**src/rtl/systolic_ctrl.sv**
```systemverilog
// Weight-stationary array sequencer: fill one NxN weight tile, shift it in over N unbroken cycles, switch, skew K vectors in, drain.
// Array-side outputs are registered (skew row r adds r+1 cycles); w_ready/x_ready/busy decode from state, so producers stall outside FILL/STREAM.
module systolic_ctrl #(
  parameter int N     = 4,
  parameter int DW    = 8,
  parameter int LEN_W = 16
) (
  input  logic              clk,
  input  logic              rst,
  input  logic              start,
  input  logic [LEN_W-1:0]  cfg_len,
  input  logic [N*DW-1:0]   w_data,
  input  logic              w_valid,
  output logic              w_ready,
  input  logic [N*DW-1:0]   x_data,
  input  logic              x_valid,
  output logic              x_ready,
  output logic [N*DW-1:0]   sa_weight,
  output logic              sa_accept_w,
  output logic [N-1:0]      sa_switch,
  output logic [N*DW-1:0]   sa_input,
  output logic [N-1:0]      sa_valid,
  output logic              sa_enable,
  output logic              busy,
  output logic              done
);

  localparam int CW  = (N > 1) ? $clog2(N) : 1;
  localparam int DCW = $clog2(3 * N);

  typedef enum logic [2:0] {
    S_IDLE, S_FILL, S_SHIFT, S_SWITCH, S_STREAM, S_DRAIN, S_DONE
  } state_t;

  state_t             state;
  state_t             state_nxt;
  logic [LEN_W-1:0]   len_q;
  logic [LEN_W-1:0]   vcnt;
  logic [CW-1:0]      cnt;
  logic [CW-1:0]      cnt_inc;
  logic               cnt_last;
  logic [CW-1:0]      shift_idx;
  logic [DCW-1:0]     dcnt;
  logic [N*DW-1:0]    wbuf [N];
  logic               w_hs;
  logic               x_hs;
  logic [DW-1:0]      tap_d [N];
  logic               tap_v [N];

  assign w_hs      = w_valid & w_ready;
  assign x_hs      = x_valid & x_ready;
  assign cnt_inc   = cnt + CW'(1);
  assign cnt_last  = (cnt == CW'(N - 1));
  // Row to present on the next SHIFT cycle; outputs are registered from next-state
  assign shift_idx = (state == S_SHIFT) ? cnt_inc : '0;

  always_ff @(posedge clk or posedge rst) begin
    if (rst) state <= S_IDLE;
    else     state <= state_nxt;
  end

  always_comb begin
    state_nxt = state;
    case (state)
      S_IDLE:   if (start) state_nxt = S_FILL;
      S_FILL:   if (w_hs && cnt_last) state_nxt = S_SHIFT;
      S_SHIFT:  if (cnt_last) state_nxt = S_SWITCH;
      S_SWITCH: state_nxt = (len_q != '0) ? S_STREAM : S_DRAIN;
      S_STREAM: if (x_hs && (vcnt == len_q - LEN_W'(1))) state_nxt = S_DRAIN;
      S_DRAIN:  if (dcnt == DCW'(3 * N - 1)) state_nxt = S_DONE;
      S_DONE:   state_nxt = S_IDLE;
      default:  state_nxt = S_IDLE;
    endcase
  end

  always_comb begin
    w_ready = (state == S_FILL);
    x_ready = (state == S_STREAM);
    busy    = (state != S_IDLE);
  end

  always_ff @(posedge clk or posedge rst) begin
    if (rst) begin
      len_q <= '0;
      vcnt  <= '0;
      cnt   <= '0;
      dcnt  <= '0;
      for (int i = 0; i < N; i++) wbuf[i] <= '0;
    end else begin
      if (state == S_IDLE && start) len_q <= cfg_len;
      case (state)
        S_FILL: if (w_hs) begin
          wbuf[cnt] <= w_data;
          cnt       <= cnt_last ? '0 : cnt_inc;
        end
        S_SHIFT: cnt <= cnt_last ? '0 : cnt_inc;
        default: ;
      endcase
      if (state == S_SWITCH) vcnt <= '0;
      else if (x_hs)         vcnt <= vcnt + LEN_W'(1);
      if (state == S_DRAIN)  dcnt <= dcnt + DCW'(1);
      else                   dcnt <= '0;
    end
  end

  // The accept burst must stay contiguous: a low accept zeroes the column shift path
  always_ff @(posedge clk or posedge rst) begin
    if (rst) begin
      sa_enable   <= 1'b0;
      sa_accept_w <= 1'b0;
      sa_weight   <= '0;
      sa_switch   <= '0;
      done        <= 1'b0;
    end else begin
      sa_enable   <= 1'b1;
      sa_accept_w <= (state_nxt == S_SHIFT);
      sa_weight   <= (state_nxt == S_SHIFT) ? wbuf[shift_idx] : '0;
      sa_switch   <= (state_nxt == S_SWITCH) ? '1 : '0;
      done        <= (state_nxt == S_DONE);
    end
  end

  for (genvar r = 0; r < N; r++) begin : g_skew
    logic [DW-1:0] sd [r+1];
    logic [r:0]    sv;

    always_ff @(posedge clk or posedge rst) begin
      if (rst) begin
        for (int k = 0; k <= r; k++) sd[k] <= '0;
        sv <= '0;
      end else begin
        sd[0] <= x_hs ? x_data[r*DW +: DW] : '0;
        sv[0] <= x_hs;
        for (int k = 1; k <= r; k++) begin
          sd[k] <= sd[k-1];
          sv[k] <= sv[k-1];
        end
      end
    end

    assign tap_d[r] = sd[r];
    assign tap_v[r] = sv[r];
  end

  always_comb begin
    sa_input = '0;
    sa_valid = '0;
    for (int r = 0; r < N; r++) begin
      sa_input[r*DW +: DW] = tap_d[r];
      sa_valid[r]          = tap_v[r];
    end
  end

endmodule

```
**config.mk**
```make
export PLATFORM = sky130hd
export DESIGN_NAME = systolic_ctrl
export DESIGN_NICKNAME = d
export VERILOG_FILES = /design/src/rtl/systolic_ctrl.sv
export SDC_FILE = /design/constraint.sdc
export NUM_CORES = 1
export LEC_CHECK = 0
export BUFFER_PORTS_ARGS = -buffer_cell sky130_fd_sc_hd__clkbuf_2
export CAP_MARGIN = 10
export CELL_PAD_IN_SITES_DETAIL_PLACEMENT = 0
export CELL_PAD_IN_SITES_GLOBAL_PLACEMENT = 1
export CORE_ASPECT_RATIO = 1.75
export CORE_MARGIN = 2
export CORE_UTILIZATION = 47
export DETAILED_ROUTE_END_ITERATION = 16
export PLACE_DENSITY_LB_ADDON = 0.2
export SETUP_SLACK_MARGIN = 0.2
export SYNTH_ARGS = -nofsm -noshare
export SYNTH_HDL_FRONTEND = slang
export SYNTH_SLANG_ARGS = --single-unit
```
**constraint.sdc**
```tcl
create_clock -name clk -period 9.15 [get_ports clk]
set_input_delay 0.4575 -clock clk [delete_from_list [all_inputs] [get_ports clk]]
set_output_delay 0.4575 -clock clk [all_outputs]
set_load 0.01 [all_outputs]
```
# Yosys cells after proc, flatten, opt, wreduce, memory -nomap -nowiden
# Index checks and enable logic that the tools add are counted.
[classes]
add_sub_neg = 4
n_lt_le_gt_ge = 3
eq_ne = 12
mux = 26
bitwise_logic = 4
reduce_logical = 11
[ops]
columns = ["cell", "count"]
rows = [
  ["$bwmux W128", 1],
  ["$mux W32", 4],
  ["$bmux W32 S2", 1],
  ["$demux W32 S2", 1],
  ["$mux W16", 2],
  ["$mux W8", 4],
  ["$pmux W3 S6", 1],
  ["$add A16 B1 Y16 const B", 1],
  ["$eq A16 B16 Y1", 1],
  ["$reduce_bool A16 Y1", 1],
  ["$sub A16 B1 Y16 const B", 1],
  ["$mux W3", 5],
  ["$eq A3 B2 Y1 const B", 4],
  ["$eq A3 B3 Y1 const B", 3],
  ["$mux W4", 2],
  ["$ge A3 B3 Y1 const B", 2],
  ["$mux W2", 3],
  ["$not A2 Y3", 2],
  ["$add A4 B1 Y4 const B", 1],
  ["$eq A4 B4 Y1 const B", 1],
  ["$logic_and A1 B1 Y1", 4],
  ["$pmux W2 S2", 1],
  ["$reduce_and A2 Y1", 2],
  ["$reduce_bool A2 Y1", 2],
  ["other kinds (9)", 10],
]
[word_totals]
reg_bits = 298
out_inout_bits = 78
elab_cells = 88

# Logic depth before layout (Yosys ltp)
# Gate-level depths: netlist of run 1.
[logic_depth]
word_depth = 7
mapped_depth = 8
mapped_depth_nobuf = 8

# Worst setup path before layout of run 1
# No wires, ideal clock.
[synth_timing]
kind = "reg2reg"
startpoint = "register len_q[0]"
endpoint = "register state[0]"
setup_ps = 95
t_arrival_ps = 2203
t_required_ps = 9055
setup_slack_ps = 6852
stages_incl_launch_ff = 9
n_path_buf = 0
synth_period_minus_slack_ps = 2298
path_cell_list = "dfrtp_1 > inv_1 > ha_1 > or3b_2 > nor3_1 > xor2_1 > o221a_2 > o21a_1 > o31ai_1"
[synth_between]
elab_chain_len = 5
word_cells_on_any_way = 7
[synth_lines]
columns = ["item", "line", "source"]
rows = [
  ["start: declaration", "37", "logic [LEN_W-1:0] len_q;"],
  ["start signal: assignment", "90", "if (state == S_IDLE && start) len_q <= cfg_len;"],
  ["$sub A16 B1 Y16", "69", "S_STREAM: if (x_hs && (vcnt == len_q - LEN_W'(1))) state_nxt = S_DRAIN;"],
  ["$eq A16 B16 Y1", "69", ""],
  ["$logic_and A1 B1 Y1", "69", ""],
  ["$mux W3", "69", ""],
  ["$pmux W3 S6 (*)", "64", "case (state)"],
  ["net state_nxt[0]", "36", "state_t state_nxt;"],
  ["end signal: assignment", "59", "else state <= state_nxt;"],
  ["end: declaration", "35", "state_t state;"],
]
# The timed path passes the listed nets; every way through them passes the cells marked *.
# A chain may end at the register's enable or synchronous reset.

# Worst setup path in the final report of run 1
[layout_timing]
startpoint = "register state[2]"
endpoint = "register sa_weight[4]"
[layout_between]
elab_chain_len = 7
word_cells_on_any_way = 23
[layout_lines]
columns = ["item", "line", "source"]
rows = [
  ["$eq A3 B3 Y1, or another cell as far along", "64, 78", ""],
  ["$and A1 B1 Y1, or another cell as far along", "51", "assign x_hs = x_valid & x_ready;"],
  ["$logic_and A1 B1 Y1, or another cell as far along", "69", ""],
  ["$mux W3, or another cell as far along", "69", ""],
  ["$pmux W3 S6 or $mux W32 (tied branches)", "64, 117", ""],
  ["$eq A3 B2 Y1 or $mux W32 (tied branches)", "117", "sa_weight <= (state_nxt == S_SHIFT) ? wbuf[shift_idx] : '0;"],
  ["$mux W32 (*)", "117", ""],
  ["end signal: assignment", "117", ""],
  ["end: declaration", "18", "output logic [N*DW-1:0] sa_weight,"],
]
# Mark *: on every way between the ends. The rest lies on a longest branch, timed or not. The select of a mux whose other input is x is not followed.

==> results.sh, run 1 <==
export IMPL_status="finished clean"
export IMPL_grt_ovfl_total=0
export IMPL_core_area_um2=24400
export IMPL_htree_levels=1
export IMPL_drv_cap=0
export IMPL_grtUsageTotal_pct=18.5
export IMPL_irDropWorstVdd_mv=0.195
export IMPL_syn_nets=948
export IMPL_initial_core_util_pct=47.4
export IMPL_gp_congestion=0.791
export IMPL_met1Wirelength_mm=8.81
export IMPL_rsz0062_at_grt="no"
export IMPL_synth_main_ff_cell="dfrtp_1"
export IMPL_required_ns=9.58
export IMPL_wl_met2_mm=12.4
export IMPL_max_freq_mhz=341
export IMPL_io_pins=163
export IMPL_die_area_um2=26000
export IMPL_diodes=0
export IMPL_cp_max_fo=34
export IMPL_holdBufCountCts=0
export IMPL_dr_pass1_iters=6
export IMPL_drt_iter0_drc=259
export IMPL_grt_max_degree=134
export IMPL_wl_mm=22.9
export IMPL_area_growth_pct=15.5
export IMPL_finalCriticalPeriod_ns=2.93
export IMPL_routed_via_density=5.31
export IMPL_worstPathArrival_ns=3.36
export IMPL_endpoint_kind="register"
export IMPL_highest_layer="met4"
export IMPL_cts_root_buf="clkbuf_16"
export IMPL_drtAntennaViolNets=0
export IMPL_p_leak_uw=0.00638
export IMPL_synth_cell_types=54
export IMPL_cts_tree="done"
export IMPL_numCtsBuffers=27
export IMPL_rows=76
export IMPL_nFillCells=2122
export IMPL_grt_pass1_wl_mm=37.7
export IMPL_drive_gt1_share_pct=37.6
export IMPL_cts_setup_buffers=0
export IMPL_syn_area_um2=11600
export IMPL_nets=1069
export IMPL_cts_clk_slew_worst_paths_ns=0.07
export IMPL_syn_inst=856
export IMPL_wl_met3_mm=1.21
export IMPL_worstSetupStartpointType="register"
export IMPL_clk_path_buf_depth=3
export IMPL_slew_headroom_pct=31.6
export IMPL_holdWs_ns=0.0911
export IMPL_synth_simple_area_share_pct=8.26
export IMPL_synth_edf_count=0
export IMPL_drc=0
export IMPL_io_buffers=162
export IMPL_post_route_period_util_pct=32.0
export IMPL_fin_skew_ns=0.0131
export IMPL_synth_compound_area_share_pct=7.79
export IMPL_synth_top_family_by_area="multiplexers"
export IMPL_cts_resized=0
export IMPL_synthMuxAreaShare_pct=13.9
export IMPL_setup_viol=0
export IMPL_die_w_um=123
export IMPL_routedWlPerCell_um=17.5
export IMPL_antenna_found_initial=0
export IMPL_hold_viol_final=0
export IMPL_ys_seq_area_share_pct=62.4
export IMPL_first_global_vias=7318
export IMPL_ys_seq_elements=289
export IMPL_synthAdderAreaFrac_pct=0.756
export IMPL_postSynthAreaPerCell_um2=13.5
export IMPL_powerDensity_nw_per_um2=299
export IMPL_clock_latency_ns=0.55
export IMPL_hpwl_mm=14.4
export IMPL_ys_warn_count=0
export IMPL_tightest_slew_ns=1.03
export IMPL_critPathKind="register to register"
export IMPL_via_count=6946
export IMPL_die_h_um=212
export IMPL_synthXorXnorAreaFrac_pct=2.80
export IMPL_hp_class="input port to async pin"
export IMPL_cts_num_sinks=289
export IMPL_finalSetupTns_ns=0
export IMPL_slew_viol_final=0
export IMPL_synthArstFlopShare_pct=100
registers in the layout, summed over array words and instances (netlist names), 2 cells and up:
| signal | cells |
|---|---|
| g_skew.sd | 56 |
| sa_input | 24 |
| vcnt | 16 |
| sa_weight | 32 |
| state | 3 |
| wbuf | 128 |
| cnt | 2 |
| len_q | 16 |
| g_skew.sv | 4 |
| dcnt | 4 |
metrics by stage:
| step | power (uW) | area [um2] | util, % | worst slack (ns) | cells |
|---|---|---|---|---|---|
| 2_1_floorplan | 2620 | 11600 | - | 0.715 | 856 |
| 3_3_place_gp | 2820 | 12400 | 50.9 | 6.28 | 1260 |
| 3_5_place_dp | 2860 | 12400 | 50.9 | 6.20 | 1260 |
| 4_1_cts | 4060 | 13400 | 54.8 | 6.13 | 1309 |
| 5_1_grt | 4240 | 13400 | 54.8 | 6.01 | 1309 |
| 6_report | 3990 | 13400 | 54.8 | 6.22 | 1309 |
metal layers:
layer | vias up | GRT usage (%)
met3 | 30 | 3.83
met2 | 152 | 34.0
met4 | 0 | 5.83
li1 | 3250 | -
met5 | - | 0
met1 | 3514 | 21.0
layout by cell type (no fill, tap or decap), types with 4 or more instances in the layout:
cell,n
clkbuf_2,162
clkinv_2,5
and2_1,68
nand2_2,5
clkbuf_1,4
nand4_1,9
nor3_1,7
o21ai_0,12
nand3_1,6
dfrtp_1,289
mux2_2,141
nand3b_1,5
ha_1,7
clkbuf_8,5
inv_1,10
xor2_1,19
or3_1,7
a211oi_1,63
a21oi_1,6
buf_4,6
nand2_1,11
clkbuf_16,27
xnor2_1,18
nor4_1,4
nor2_1,23
o22ai_1,32
bufinv_16,4
worst max-delay path, cell delays in order, from the launching register on:
cell	delay, ns
dfrtp_1	0.52
nor3b_2	0.27
and2_1	0.30
nand2_2	0.56
a211o_2	0.82
a211oi_1	0.33
where the power goes:
part / internal, uW / switching [uW]
sequential: 1660 / 235
combinational: 515 / 408
clock: 700 / 478
cell type report:
cell class / instances / area, um2 / area share [%]
tap: 312 / 390 / 2.92
inverter: 12 / 52.6 / 0.393
sequential: 289 / 7230 / 54.0
multi-input combinational: 479 / 3900 / 29.2
clock buffer: 36 / 759 / 5.68
clock inverter: 13 / 189 / 1.41
timing repair buffer: 168 / 856 / 6.40
cells by family after synthesis:
family,after synthesis
flip-flops,289
AO/OA/AOI/OAI,128
other,1
adder cells (fa/ha/maj),7
AND/OR/NAND/NOR,163
buffers and inverters,88
XOR/XNOR,37
multiplexers,143
synth_stat cells (2+ instances only):
cell type	count	area, um2
dfrtp_1	289	7230
mux2_2	141	1590
and2_1	69	432
a211oi_1	63	473
o22ai_1	32	200
clkbuf_1	30	113
buf_4	28	210
nor2_1	23	86.3
xor2_1	19	166
xnor2_1	18	158
nand2_1	16	60.1
o21ai_0	12	60.1
inv_1	11	41.3
buf_1	9	33.8
nand4_1	9	56.3
nor3_1	8	40.0
ha_1	7	87.6
or3_1	7	43.8
a21oi_1	6	30.0
nand3_1	6	30.0
buf_2	5	25.0
nand3b_1	5	37.5
buf_6	4	45.0
nor4_1	4	25.0
and3_1	2	12.5
mux2i_1	2	20.0
nor2_2	2	12.5
o21a_1	2	15.0
or4_4	2	22.5
path summary, 6_finish.rpt:
path	startpoint	depth (start not counted)	end	slack (ns)
max in group asynchronous	rst	3	wbuf[22]	7.43
max	state[2]	5	sa_weight[4]	6.22
min	rst	2	sa_input[11]	0.09
min reg2reg	g_skew[2].sd[23]	0	g_skew[2].sd[15]	0.34
max reg2reg	state[2]	5	sa_weight[4]	6.22
min in group clk	x_data[13]	2	g_skew[1].sd[13]	0.11
Power figures use the tool's default switching activity.
==> run 2, diff against run 1 <==
- clock period: 9.15 -> 2.9 ns (I/O delays scaled with it)
==> results.sh, run 2 (same netlist as run 1, synthesis figures left out) <==
export IMPL_status="finished clean"
export IMPL_area_growth_pct=23.0
export IMPL_cts_num_sinks=289
export IMPL_rr_startpoint="len_q[0]"
export IMPL_slew_viol_final=0
export IMPL_critPathCapture="state[0]"
export IMPL_initial_core_util_pct=47.4
export IMPL_hpwl_mm=15.1
export IMPL_crit_cells=8
export IMPL_routed_via_density=5.22
export IMPL_grtUsageTotal_pct=19.4
export IMPL_grt_max_degree=79
export IMPL_worstPathCellList="inv_1 > ha_1 > or3b_2 > nor3_1 > xor2_1 > o221a_2 > o21a_1 > o31ai_1"
export IMPL_crit_family="simple AND/OR/NAND/NOR gates"
export IMPL_worstHoldPathCells=5
export IMPL_top_regs="wbuf x128, g_skew.sd x56, sa_weight x32"
export IMPL_die_h_um=212
export IMPL_first_global_vias=7658
export IMPL_worst_slack_ns=0.348
export IMPL_irDropWorstVdd_mv=0.554
export IMPL_rows=76
export IMPL_timing_rr_end="state[0]"
export IMPL_top_register="wbuf"
export IMPL_worstSetupStartpointType="register"
export IMPL_drc=0
export IMPL_r2r_slack_ns=0.35
export IMPL_core_area_um2=24400
export IMPL_finalCriticalPeriod_ns=2.55
export IMPL_grt_pass1_wl_mm=39.4
export IMPL_critPathKind="register to register"
export IMPL_post_route_period_util_pct=88.0
export IMPL_rsz0062_at_grt="no"
export IMPL_cts_clk_slew_worst_paths_ns=0.07
export IMPL_io_pins=163
export IMPL_clock_latency_ns=0.54
export IMPL_die_area_um2=26000
export IMPL_endpoint_kind="register"
export IMPL_via_count=7293
export IMPL_drv_cap=0
export IMPL_crit_buf_inv=1
export IMPL_clk_path_buf_depth=3
export IMPL_p_leak_uw=0.00674
export IMPL_gp_congestion=0.832
export IMPL_nets=1159
export IMPL_required_ns=3.35
export IMPL_max_stage_delay_ns=0.52
export IMPL_crit_path_top_delay_cell="or3b_2"
export IMPL_hp_class="input port to register"
export IMPL_io_buffers=162
export IMPL_finalNonFillerCells=1398
export IMPL_antenna_found_initial=1
export IMPL_max_freq_mhz=392
export IMPL_cts_root_buf="clkbuf_16"
export IMPL_die_w_um=123
export IMPL_htree_levels=1
export IMPL_drt_iter0_drc=334
export IMPL_routedWlPerCell_um=17.4
export IMPL_dp_slack_ns=0.326
export IMPL_powerDensity_nw_per_um2=869
export IMPL_dr_pass1_iters=6
export IMPL_cts_setup_buffers=0
export IMPL_rr_worst_depth=8
export IMPL_drtAntennaViolNets=0
export IMPL_hold_viol_final=0
export IMPL_setup_viol=0
export IMPL_critPathLaunch="len_q[0]"
export IMPL_wl_mm=24.3
export IMPL_final_common_cell="dfrtp_1"
export IMPL_largest_reg_flops=128
export IMPL_cts_tree="done"
export IMPL_cp_max_fo=6
export IMPL_worstPathArrival_ns=3.00
export IMPL_dp_cells=1271
export IMPL_tightest_slew_ns=0.608
export IMPL_numCtsBuffers=25
export IMPL_layout_common_cells="289 x dfrtp_1, 162 x clkbuf_2, 141 x mux2_2"
export IMPL_grt_ovfl_total=0
export IMPL_drive_gt1_share_pct=34.7
export IMPL_fin_skew_ns=0.0126
export IMPL_finalSetupTns_ns=0
export IMPL_slew_headroom_pct=59.5
-- run 2: area by class of cell --
| cell class | instances | area (um2) |
|---|---|---|
| diodes | 1 | 2.50 |
| clock buffers | 36 | 707 |
| clock inverters | 9 | 101 |
| fillers | 2006 | 10200 |
| inverters | 12 | 48.8 |
| multi-input cells | 479 | 3900 |
| flip-flops and latches | 289 | 7230 |
| well taps | 312 | 390 |
| repair buffers | 260 | 1860 |
-- run 2: metal layers --
| layer | wire, um | up-vias | GRT usage, % | share of wire, % |
|---|---|---|---|---|
| li1 | - | 3432 | - | - |
| met1 | 9430 | 3680 | 22.1 | 39 |
| met2 | 13400 | 150 | 36.4 | 55 |
| met3 | 1020 | 31 | 3.23 | 4.2 |
| met4 | 473 | 0 | 5.71 | 1.9 |
| met5 | 0 | - | 0 | 0 |
-- run 2: where the power goes --
group	switching, uW	internal, uW	leakage (uW)	total, uW
sequential	735	5230	0.00374	5970
clock	1440	1870	0.000398	3320
combinational	1350	1740	0.00261	3100
-- run 2: what timing repair did --
action,in CTS,in global routing
setup endpoints to repair,0,12
hold buffers,81,0
endpoints found under the hold margin,194,0
gates resized for setup,0,1
-- run 2: how the worst min path moves through the flow --
stage / slack (ns) / to / start
after floorplan: 0.26 / len_q[0] / cfg_len[0]
after global placement: 0.23 / sa_input[23] / rst
after detailed placement: 0.23 / g_skew[2].sd[15] / rst
after CTS: 0.13 / cnt[0] / w_valid
after global routing: 0.19 / cnt[1] / w_valid
final: 0.14 / cnt[0] / w_valid
-- run 2: worst min-delay path, delay by kind of cell --
family / cells / cell delay [ns]
buffers and inverters: 1 / 0.11
AND/OR/NAND/NOR: 3 / 0.30
AO/OA/AOI/OAI: 1 / 0.09
-- run 2: per-stage QoR --
step	instance area [um2]	hold WS, ns	util (%)	total power (uW)
final	14200	0.138	58.3	12400
after floorplan	11600	0.262	-	8270
after CTS	14200	0.127	58.3	12500
after global routing	14200	0.185	58.3	13100
after global placement	12600	0.227	51.6	8980
after detailed placement	12600	0.229	51.6	9100
==> run 3, diff against run 2 <==
- CORE_UTILIZATION: 47 -> 42
- clock period: 2.9 -> 2.2 ns (I/O delays scaled with it)
==> results.sh, run 3 (same netlist as run 1, synthesis figures left out) <==
export IMPL_initial_core_util_pct=42.6
export IMPL_min_to="state[1]"
export IMPL_area_growth_pct=28.6
export IMPL_routed_via_density=5.02
export IMPL_dp_slack_ns=-0.0825
export IMPL_cts_clk_slew_worst_paths_ns=0.06
export IMPL_top_register="wbuf"
export IMPL_clock_latency_ns=0.56
export IMPL_gp_congestion=0.765
export IMPL_hp_start="w_valid"
export IMPL_io_pins=163
export IMPL_cts_tree="done"
export IMPL_numCtsBuffers=27
export IMPL_antenna_found_initial=0
export IMPL_fin_skew_ns=0.0209
export IMPL_switching_power_uw=4900
export IMPL_hold_viol_final=0
export IMPL_p_leak_uw=0.00705
export IMPL_wl_mm=25.7
export IMPL_drv_cap=0
export IMPL_slew_headroom_pct=53.7
export IMPL_critPathKind="register to register"
export IMPL_grt_ovfl_total=0
export IMPL_grtUsageTotal_pct=18.3
export IMPL_p_seq_share_pct=44.6
export IMPL_hpwl_mm=16.8
export IMPL_dpl_instance_area_um2=13000
export IMPL_cts_root_buf="clkbuf_16"
export IMPL_post_route_cell_area_um2=14900
export IMPL_setup_viol=34
export IMPL_tightest_slew_ns=0.695
export IMPL_clkPwrFrac_pct=29.2
export IMPL_r2r_slack_ns=-0.06
export IMPL_slew_viol_final=0
export IMPL_rsz0062_at_grt="yes"
export IMPL_netSwitchingFraction_pct=28.0
export IMPL_required_ns=2.62
export IMPL_timing_rr_end="sa_weight[6]"
export IMPL_drt_iter0_drc=241
export IMPL_io_buffers=162
export IMPL_finalCriticalPeriod_ns=2.26
export IMPL_rr_worst_depth=7
export IMPL_dr_pass1_iters=5
export IMPL_die_w_um=130
export IMPL_hp_class="input port to register"
export IMPL_powerDensity_nw_per_um2=1170
export IMPL_drive_gt1_share_pct=38.5
export IMPL_layout_common_cells="288 x dfrtp_1, 162 x clkbuf_2, 141 x mux2_2"
export IMPL_clk_path_buf_depth=3
export IMPL_failed_checks="negative setup slack"
export IMPL_top_regs="wbuf x128, g_skew.sd x56, sa_weight x32"
export IMPL_endpoint_kind="register"
export IMPL_worstHoldPathCells=3
export IMPL_post_route_period_util_pct=103
export IMPL_largest_reg_flops=128
export IMPL_htree_levels=1
export IMPL_first_global_vias=7952
export IMPL_die_area_um2=29000
export IMPL_core_area_um2=27200
export IMPL_cts_num_sinks=289
export IMPL_via_count=7514
export IMPL_routedWlPerCell_um=17.2
export IMPL_total_power_uw=17500
export IMPL_grt_max_degree=79
export IMPL_combPwrFrac_pct=26.2
export IMPL_final_common_cell="dfrtp_1"
export IMPL_drtAntennaViolNets=0
export IMPL_irDropWorstVdd_mv=0.626
export IMPL_diodes=0
export IMPL_rr_startpoint="len_q[7]"
export IMPL_internal_power_uw=12600
export IMPL_status="finished, violations left"
export IMPL_worstSetupStartpointType="register"
export IMPL_worstPathArrival_ns=2.68
export IMPL_max_freq_mhz=442
export IMPL_drc=0
export IMPL_grt_pass1_wl_mm=41.8
export IMPL_rows=80
export IMPL_nets=1199
export IMPL_die_h_um=224
export IMPL_cp_max_fo=19
export IMPL_worst_slack_ns=-0.0603
==> run 3: cell count changes in the layout (fill, tap and decap cells not counted), moves of 2 or more <==
| cell | change |
|---|---|
| nor3_1 | -2 |
| nand2_1 | -2 |
| nand2_2 | +2 |
| a211oi_2 | +2 |
| clkbuf_16 | +2 |
| inv_2 | +2 |
| a211oi_1 | -2 |
| buf_6 | +3 |
| clkbuf_1 | -3 |
| buf_12 | +4 |
| inv_1 | -2 |
| buf_4 | +31 |
| bufinv_16 | +4 |
==> run 3: worst max-delay path, stage by stage, from the launching register on <==
cell	delay, ns
dfrtp_1	0.38
or4_4	0.56
nor4_4	0.20
nand4_1	0.20
o41ai_2	0.33
a211o_2	0.23
buf_12	0.18
a211oi_1	0.06
==> run 3: worst max path at each step <==
stage	endpoint	startpoint
2_1_floorplan	cnt[0]	rst
3_3_place_gp	sa_weight[3]	len_q[7]
3_5_place_dp	sa_weight[14]	len_q[7]
4_1_cts	sa_weight[31]	len_q[7]
5_1_grt	state[0]	len_q[7]
6_report	sa_weight[6]	len_q[7]
==> run 3: routing by layer <==
| layer | vias up | part of all wire (%) | GRT usage (%) |
|---|---|---|---|
| met5 | - | 0 | 0 |
| met2 | 151 | 55 | 34.3 |
| met3 | 38 | 4.4 | 3.20 |
| met4 | 0 | 2.3 | 5.45 |
| li1 | 3497 | - | - |
| met1 | 3828 | 38 | 20.8 |
==> run 3: layout make-up <==
class,instances,area (um2)
fillers,2356,12300
flip-flops and latches,289,7230
multi-input cells,479,3960
repair buffers,298,2210
clock buffers,35,746
well taps,369,462
clock inverters,14,240
inverters,12,48.8
==> run 3: repair_timing <==
action | CTS | global route
pin swaps | 7 | 0
gates cloned | 0 | 0
setup buffers | 6 | 1
hold buffers | 81 | 0
endpoints found under the hold margin | 224 | 0
endpoints found under the setup margin | 47 | 49
gates resized for setup | 7 | 5
==> run 3: through the flow <==
| step | hold WS, ns | cells | TNS [ns] | util, % |
|---|---|---|---|---|
| 5_1_grt | 0.0466 | 1496 | -5.25 | 54.7 |
| 6_report | 0.0641 | 1496 | -1.37 | 54.7 |
| 2_1_floorplan | 0.227 | 856 | -503.78 | - |
| 3_3_place_gp | 0.166 | 1359 | -1.63 | 47.8 |
| 4_1_cts | 0.0430 | 1495 | -2.14 | 54.6 |
| 3_5_place_dp | 0.175 | 1359 | -2.29 | 47.8 |
==> run 3: power by group through the flow <==
stage | Sequential [uW] | Clock [uW] | Combinational [uW]
floorplan | 7660 | 0 | 3290
global placement | 7830 | 0 | 4330
finish | 7800 | 5110 | 4580
global route | 8000 | 5520 | 5060
detailed placement | 7900 | 0 | 4410
CTS | 7800 | 5300 | 4640
